`src/rtl/player_pkg.sv`:
```
// player_pkg: shared state encoding and USB keycodes for the player motion block
package player_pkg;
  typedef enum logic [1:0] {GROUND = 2'd0, RISE = 2'd1, FALL = 2'd2} state_t;
  localparam logic [7:0] KEY_W = 8'h1A;
  localparam logic [7:0] KEY_A = 8'h04;
  localparam logic [7:0] KEY_S = 8'h16;
  localparam logic [7:0] KEY_D = 8'h07;
endpackage

```
`src/rtl/player_motion_ctrl_if.sv`:
```
// player_motion_ctrl_if: keyboard/contact inputs and motion outputs of the player controller
interface player_motion_ctrl_if;
  logic [7:0] keycode;
  logic       floor_hit;
  logic       ceil_hit;
  logic [9:0] X_Motion;
  logic [9:0] Y_Motion;
  logic [1:0] state;
  logic [1:0] jumps_used;
  modport master (output keycode, floor_hit, ceil_hit, input X_Motion, Y_Motion, state, jumps_used);
  modport slave (input keycode, floor_hit, ceil_hit, output X_Motion, Y_Motion, state, jumps_used);
endinterface

```
`src/rtl/player_motion_ctrl_key_edge_detect.sv`:
```
// key_edge_detect: one-cycle pulse when the jump key goes from released to pressed
module key_edge_detect
  import player_pkg::*;
(
  input  logic       frame_clk,
  input  logic       Reset_n,
  input  logic [7:0] keycode,
  output logic       jump_edge
);
  logic [7:0] prev_key;
  always_ff @(posedge frame_clk)
    prev_key <= !Reset_n ? 8'h00 : keycode;
  assign jump_edge = keycode == KEY_W && prev_key != KEY_W;
endmodule

```
`src/rtl/player_motion_ctrl.sv`:
```
// player_motion_ctrl: walk/jump/gravity FSM producing per-frame X/Y steps
module player_motion_ctrl
  import player_pkg::*;
#(
  parameter int WALK_STEP   = 1,
  parameter int JUMP_VEL    = 8,
  parameter int GRAVITY_DIV = 2,
  parameter int MAX_FALL    = 8,
  parameter int MAX_JUMPS   = 2
) (
  input logic frame_clk,
  input logic Reset_n,
  player_motion_ctrl_if.slave bus
);
  localparam logic [1:0] S_GROUND = GROUND;
  localparam logic [1:0] S_RISE   = RISE;
  localparam logic [1:0] S_FALL   = FALL;
  localparam logic [9:0] WS_P  = 10'(WALK_STEP);
  localparam logic [9:0] WS_N  = 10'(-WALK_STEP);
  localparam logic [9:0] JV_N  = 10'(-JUMP_VEL);
  localparam logic [9:0] MF    = 10'(MAX_FALL);
  localparam logic [7:0] GD_M1 = 8'(GRAVITY_DIV - 1);
  localparam logic [1:0] MJ    = 2'(MAX_JUMPS);
  logic       jump_edge, wrap, can_jump;
  logic [1:0] st_n, ju_n;
  logic [9:0] x_n, y_n, y_inc;
  logic [7:0] grav_cnt, gc_n;
  key_edge_detect u_edge (
    .frame_clk (frame_clk),
    .Reset_n   (Reset_n),
    .keycode   (bus.keycode),
    .jump_edge (jump_edge)
  );
  always_comb begin
    y_inc    = bus.Y_Motion + 10'd1;
    wrap     = grav_cnt == GD_M1;
    can_jump = jump_edge && bus.jumps_used < MJ;
    x_n      = bus.keycode == KEY_A ? WS_N : bus.keycode == KEY_D ? WS_P : 10'd0;
    st_n     = bus.state;
    y_n      = bus.Y_Motion;
    ju_n     = bus.jumps_used;
    gc_n     = wrap ? 8'd0 : grav_cnt + 8'd1;
    case (bus.state)
      S_GROUND: begin
        gc_n = 8'd0;
        y_n  = jump_edge ? JV_N : 10'd0;
        ju_n = jump_edge ? 2'd1 : 2'd0;
        st_n = jump_edge ? S_RISE : !bus.floor_hit ? S_FALL : S_GROUND;
      end
      S_RISE: begin
        if (bus.ceil_hit) begin
          st_n = S_FALL;
          y_n  = 10'd0;
          gc_n = 8'd0;
        end else if (can_jump) begin
          y_n  = JV_N;
          ju_n = bus.jumps_used + 2'd1;
          gc_n = 8'd0;
        end else if (wrap) begin
          y_n  = y_inc;
          st_n = y_inc == 10'd0 ? S_FALL : S_RISE;
        end
      end
      S_FALL: begin
        if (bus.floor_hit) begin
          st_n = S_GROUND;
          y_n  = 10'd0;
          ju_n = 2'd0;
          gc_n = 8'd0;
        end else if (can_jump) begin
          st_n = S_RISE;
          y_n  = JV_N;
          ju_n = bus.jumps_used + 2'd1;
          gc_n = 8'd0;
        end else if (wrap) begin
          y_n = $signed(bus.Y_Motion) >= $signed(MF) ? MF : y_inc;
        end
      end
      default: begin
        st_n = S_FALL;
        y_n  = 10'd0;
        gc_n = 8'd0;
      end
    endcase
  end
  always_ff @(posedge frame_clk) begin
    if (!Reset_n) begin
      bus.state      <= S_GROUND;
      bus.X_Motion   <= 10'd0;
      bus.Y_Motion   <= 10'd0;
      bus.jumps_used <= 2'd0;
      grav_cnt       <= 8'd0;
    end else begin
      bus.state      <= st_n;
      bus.X_Motion   <= x_n;
      bus.Y_Motion   <= y_n;
      bus.jumps_used <= ju_n;
      grav_cnt       <= gc_n;
    end
  end
endmodule

```
`src/flat_wrapper.sv`:
```
// flat-port wrapper written by rule: the top's interface ports become plain ports
module player_motion_ctrl_flat import player_pkg::*;
#(
  parameter int WALK_STEP   = 1,
  parameter int JUMP_VEL    = 8,
  parameter int GRAVITY_DIV = 2,
  parameter int MAX_FALL    = 8,
  parameter int MAX_JUMPS   = 2
)
  (frame_clk, Reset_n, bus_keycode, bus_floor_hit, bus_ceil_hit, bus_X_Motion, bus_Y_Motion, bus_state, bus_jumps_used);
  player_motion_ctrl_if bus_i ();
  input logic frame_clk;
  input logic Reset_n;
  input wire logic [$bits(bus_i.keycode)-1:0] bus_keycode;
  input wire logic [$bits(bus_i.floor_hit)-1:0] bus_floor_hit;
  input wire logic [$bits(bus_i.ceil_hit)-1:0] bus_ceil_hit;
  output wire logic [$bits(bus_i.X_Motion)-1:0] bus_X_Motion;
  output wire logic [$bits(bus_i.Y_Motion)-1:0] bus_Y_Motion;
  output wire logic [$bits(bus_i.state)-1:0] bus_state;
  output wire logic [$bits(bus_i.jumps_used)-1:0] bus_jumps_used;
  assign bus_i.keycode = bus_keycode;
  assign bus_i.floor_hit = bus_floor_hit;
  assign bus_i.ceil_hit = bus_ceil_hit;
  assign bus_X_Motion = bus_i.X_Motion;
  assign bus_Y_Motion = bus_i.Y_Motion;
  assign bus_state = bus_i.state;
  assign bus_jumps_used = bus_i.jumps_used;
  player_motion_ctrl #(.WALK_STEP(WALK_STEP), .JUMP_VEL(JUMP_VEL), .GRAVITY_DIV(GRAVITY_DIV), .MAX_FALL(MAX_FALL), .MAX_JUMPS(MAX_JUMPS)) u_core (.frame_clk(frame_clk), .Reset_n(Reset_n), .bus(bus_i));
endmodule
```
`config.mk`:
```
export PLATFORM = sky130hd
export DESIGN_NAME = player_motion_ctrl_flat
export DESIGN_NICKNAME = d
export VERILOG_FILES = /design/src/rtl/player_pkg.sv /design/src/rtl/player_motion_ctrl_if.sv /design/src/rtl/player_motion_ctrl_key_edge_detect.sv /design/src/rtl/player_motion_ctrl.sv /design/src/flat_wrapper.sv
export SDC_FILE = /design/constraint.sdc
export NUM_CORES = 1
export LEC_CHECK = 0
export ABC_CLOCK_PERIOD_IN_PS = 6300
export CORE_AREA = 4 4 89 91
export DETAILED_ROUTE_END_ITERATION = 10
export DIE_AREA = 0 0 93 95
export RECOVER_POWER = 50
export SYNTH_ARGS = -nofsm -noshare
export SYNTH_HDL_FRONTEND = slang
export SYNTH_SLANG_ARGS = --single-unit
```
`constraint.sdc`:
```
create_clock -name frame_clk -period 6.3 [get_ports frame_clk]
set_clock_uncertainty 0.2 [all_clocks]
set_input_delay 1.89 -clock frame_clk [delete_from_list [all_inputs] [get_ports frame_clk]]
set_output_delay 1.89 -clock frame_clk [all_outputs]
set_load 0.02 [all_outputs]
```
==> flow_summary.ini <==
[setup_path]
end_kind = register
critPathKind = input pin to register
r2r_slack_ps = 3800
r2r_cells = 8
required_ps = 6260
critPathMaxFanout = 4
rr_endpoint = u_core.grav_cnt[7]
startpoint_type = input pin
worstPathArrival_ps = 4010
rr_startpoint = u_core.bus.state[1]

[route]
via_count = 1516
wl_mm = 4.01
drt-initial-drc-count = 96
antenna_left = 0
via_per_inst = 4.50
first_pass_iters = 4
detail_route.wl_per_cell_um = 11.9
drc = 0

[sta]
fmax_ghz = 0.247
rsz0062_at_grt = false
min_period_ps = 4040
whs_ps = 294
setup_tns_ps = 0
hold_viol_final = 0
period_share_pct = 64.1
slew_headroom_pct = 67.3
worst-slew-pin-transition_ps = 487
setup_slack_ps = 2260
slew_viol_final = 0
setup_violations = 0

[yosys]
synth_area_mm2 = 0.00176
ys_seq_elements = 32
synth-edff-count = 0
synth_nets = 225
async_reset_ff_share_pct = 0
synth_cell_types = 45
synth_seq_area_share_pct = 36.4
synth_area_per_cell_um2 = 8.59
syn_inst = 205
synth_ff_type = dfxtp_1
yosys_warnings = 0

[cts]
h-tree-depth = 2
cts_buffer_depth = 2
cts_setup_buffers = 0
clk_pin_slew_ps = 60
holdBufCountCts = 0
clock-sinks = 32
cts_tree = done
cts_resized = 0
clkLatencyLatePin_ps = 270
root_buffer = clkbuf_8
cts-buffers-inserted = 5

[final_layout]
drive_gt1_share_pct = 6.72
num-fill-cells = 766
register_area_um2 = 641
fin_nets = 257
fin_util_pct = 31.6
multi_input_area_mm2 = 0.00103
num_antenna_cells = 0
areaGrowthSynthToFinish_pct = 28.2

[flow_run]
maxCapViolCount = 0

[floorplan]
die_area_mm2 = 0.00884
io_pins = 36
initial_core_util_pct = 24.7
die_h_um = 95
dieWidth_um = 93
fp-row-count = 31
coreArea_mm2 = 0.00714

[global_routing]
grt_first_pass_wirelength_mm = 6.79
grt_max_degree = 15
grt-ovfl-total = 0
antenna_found_initial = 0
grt_usage_pct = 9.66
grt_pass1_vias = 1383

[status]
status = complete, no violations

[place]
io_buffers = 35
gp_congestion = 0.840
post-place-ws_ps = 1990
dpl.hpwl_mm = 3.05

[worst_hold_path]
holdPathStages = 1
hold_path_class = register to register
holdPathEnd = u_core.grav_cnt[0]
min-delay-start = u_core.grav_cnt[0]

[power_and_ir_drop]
p_leak_nw = 0.854
p_per_area_mw_per_mm2 = 188
worst_ir_drop_vdd_v = 0.0000516
[Yosys cell counts, drive strengths merged, types with 3 or more instances]
library cell	n	area (um2)
and2	12	75.1
xor2	9	78.8
buf	8	60.1
nand4	4	25.0
and3	3	18.8
a21oi	11	66.3
nor2b	4	25.0
or4b	4	40.0
inv	7	26.3
nor3	4	25.0
nand3	13	65.1
nand2b	4	25.0
nand2	18	67.6
o31ai	3	22.5
o21ai	15	75.1
dfxtp	32	641
nor2	21	81.3
ha	8	100
[registers in the layout (all words and copies together) (netlist names)]
signal and count:
u_core.bus.state 2, u_core.bus.jumps_used 2, u_core.grav_cnt 8, u_core.u_edge.prev_key 8
u_core.bus.Y_Motion 10, u_core.bus.X_Motion 2
[cell usage in the layout, fill, tap and decap left out, drive strengths merged, types with 3 or more instances in the layout]
cell type      Yosys  routed
nand2             18      18
xor2               9       9
or4b               4       4
nor2              21      21
clkdlybuf4s50      0      14
nand3             13      13
clkbuf             2       8
and2              12      12
nor3               4       4
ha                 8       8
nand4              4       4
nor2b              4       4
o31ai              3       3
nand2b             4       4
inv                7       7
a21oi             11      11
dfxtp             32      32
and3               3       3
dlygate4sd3        0      21
o21ai             15      15
[cells by family (layout without fill, tap and decap cells)]
family | Yosys count | after routing | share of synthesized area [%]
AOI/OAI and AO/OA | 38 | 38 | 14.8
xor gates and xnor gates | 11 | 11 | 5.47
adders and majority gates | 8 | 8 | 5.68
buffers and inverters | 17 | 50 | 5.33
DFF | 32 | 32 | 36.4
and+or+nand+nor | 99 | 99 | 32.4
[cell type report]
class	count	area share, %
clock buffer	8	3.99
multi-input combinational	156	45.5
timing repair buffer	35	15.5
tap	99	5.48
sequential	32	28.4
inverter	7	1.16
[report_power, final]
group          switching [W]   total, W  internal [W]
clock              0.0000701   0.000159     0.0000890
combinational      0.0000290  0.0000535     0.0000245
sequential        0.00000414   0.000211      0.000207
total               0.000103   0.000424      0.000321
[stage by stage]
step,instance area (um2),std cells,power (W)
floorplan,1760,205,0.000249
global placement,2170,329,0.000270
detailed placement,2170,329,0.000271
CTS,2260,337,0.000431
global route,2260,337,0.000449
finish,2260,337,0.000424
[worst max path at each step]
stage,from,slack (ps),endpoint
CTS,bus_keycode[4],2280,u_core.bus.state[1]
finish,bus_keycode[5],2260,u_core.bus.state[1]
floorplan,bus_keycode[5],2640,u_core.bus.state[1]
global route,bus_keycode[4],2120,u_core.bus.Y_Motion[8]
global placement,bus_keycode[5],1980,u_core.bus.state[1]
detailed placement,bus_keycode[4],1990,u_core.bus.state[1]
[routing by layer]
metal  global-route usage [%]  share of wire (%)  routed length [um]  vias up
met4                     3.79               0.75                  30        0
li1                         -                  -                   -      777
met2                     15.3                 49                1960       28
met3                     3.03                4.7                 189        2
met5                        0                  0                   0        -
met1                     12.2                 46                1830      709
[worst max-delay path, cell delays in order]
cell             delay, ps
clkdlybuf4s50_1        440
or4b_1                 600
a211oi_1               390
nand2_1                190
a2bb2oi_2              240
nand4_1                110
o211a_1                150
No activity file was read; power rests on OpenSTA's default activity.
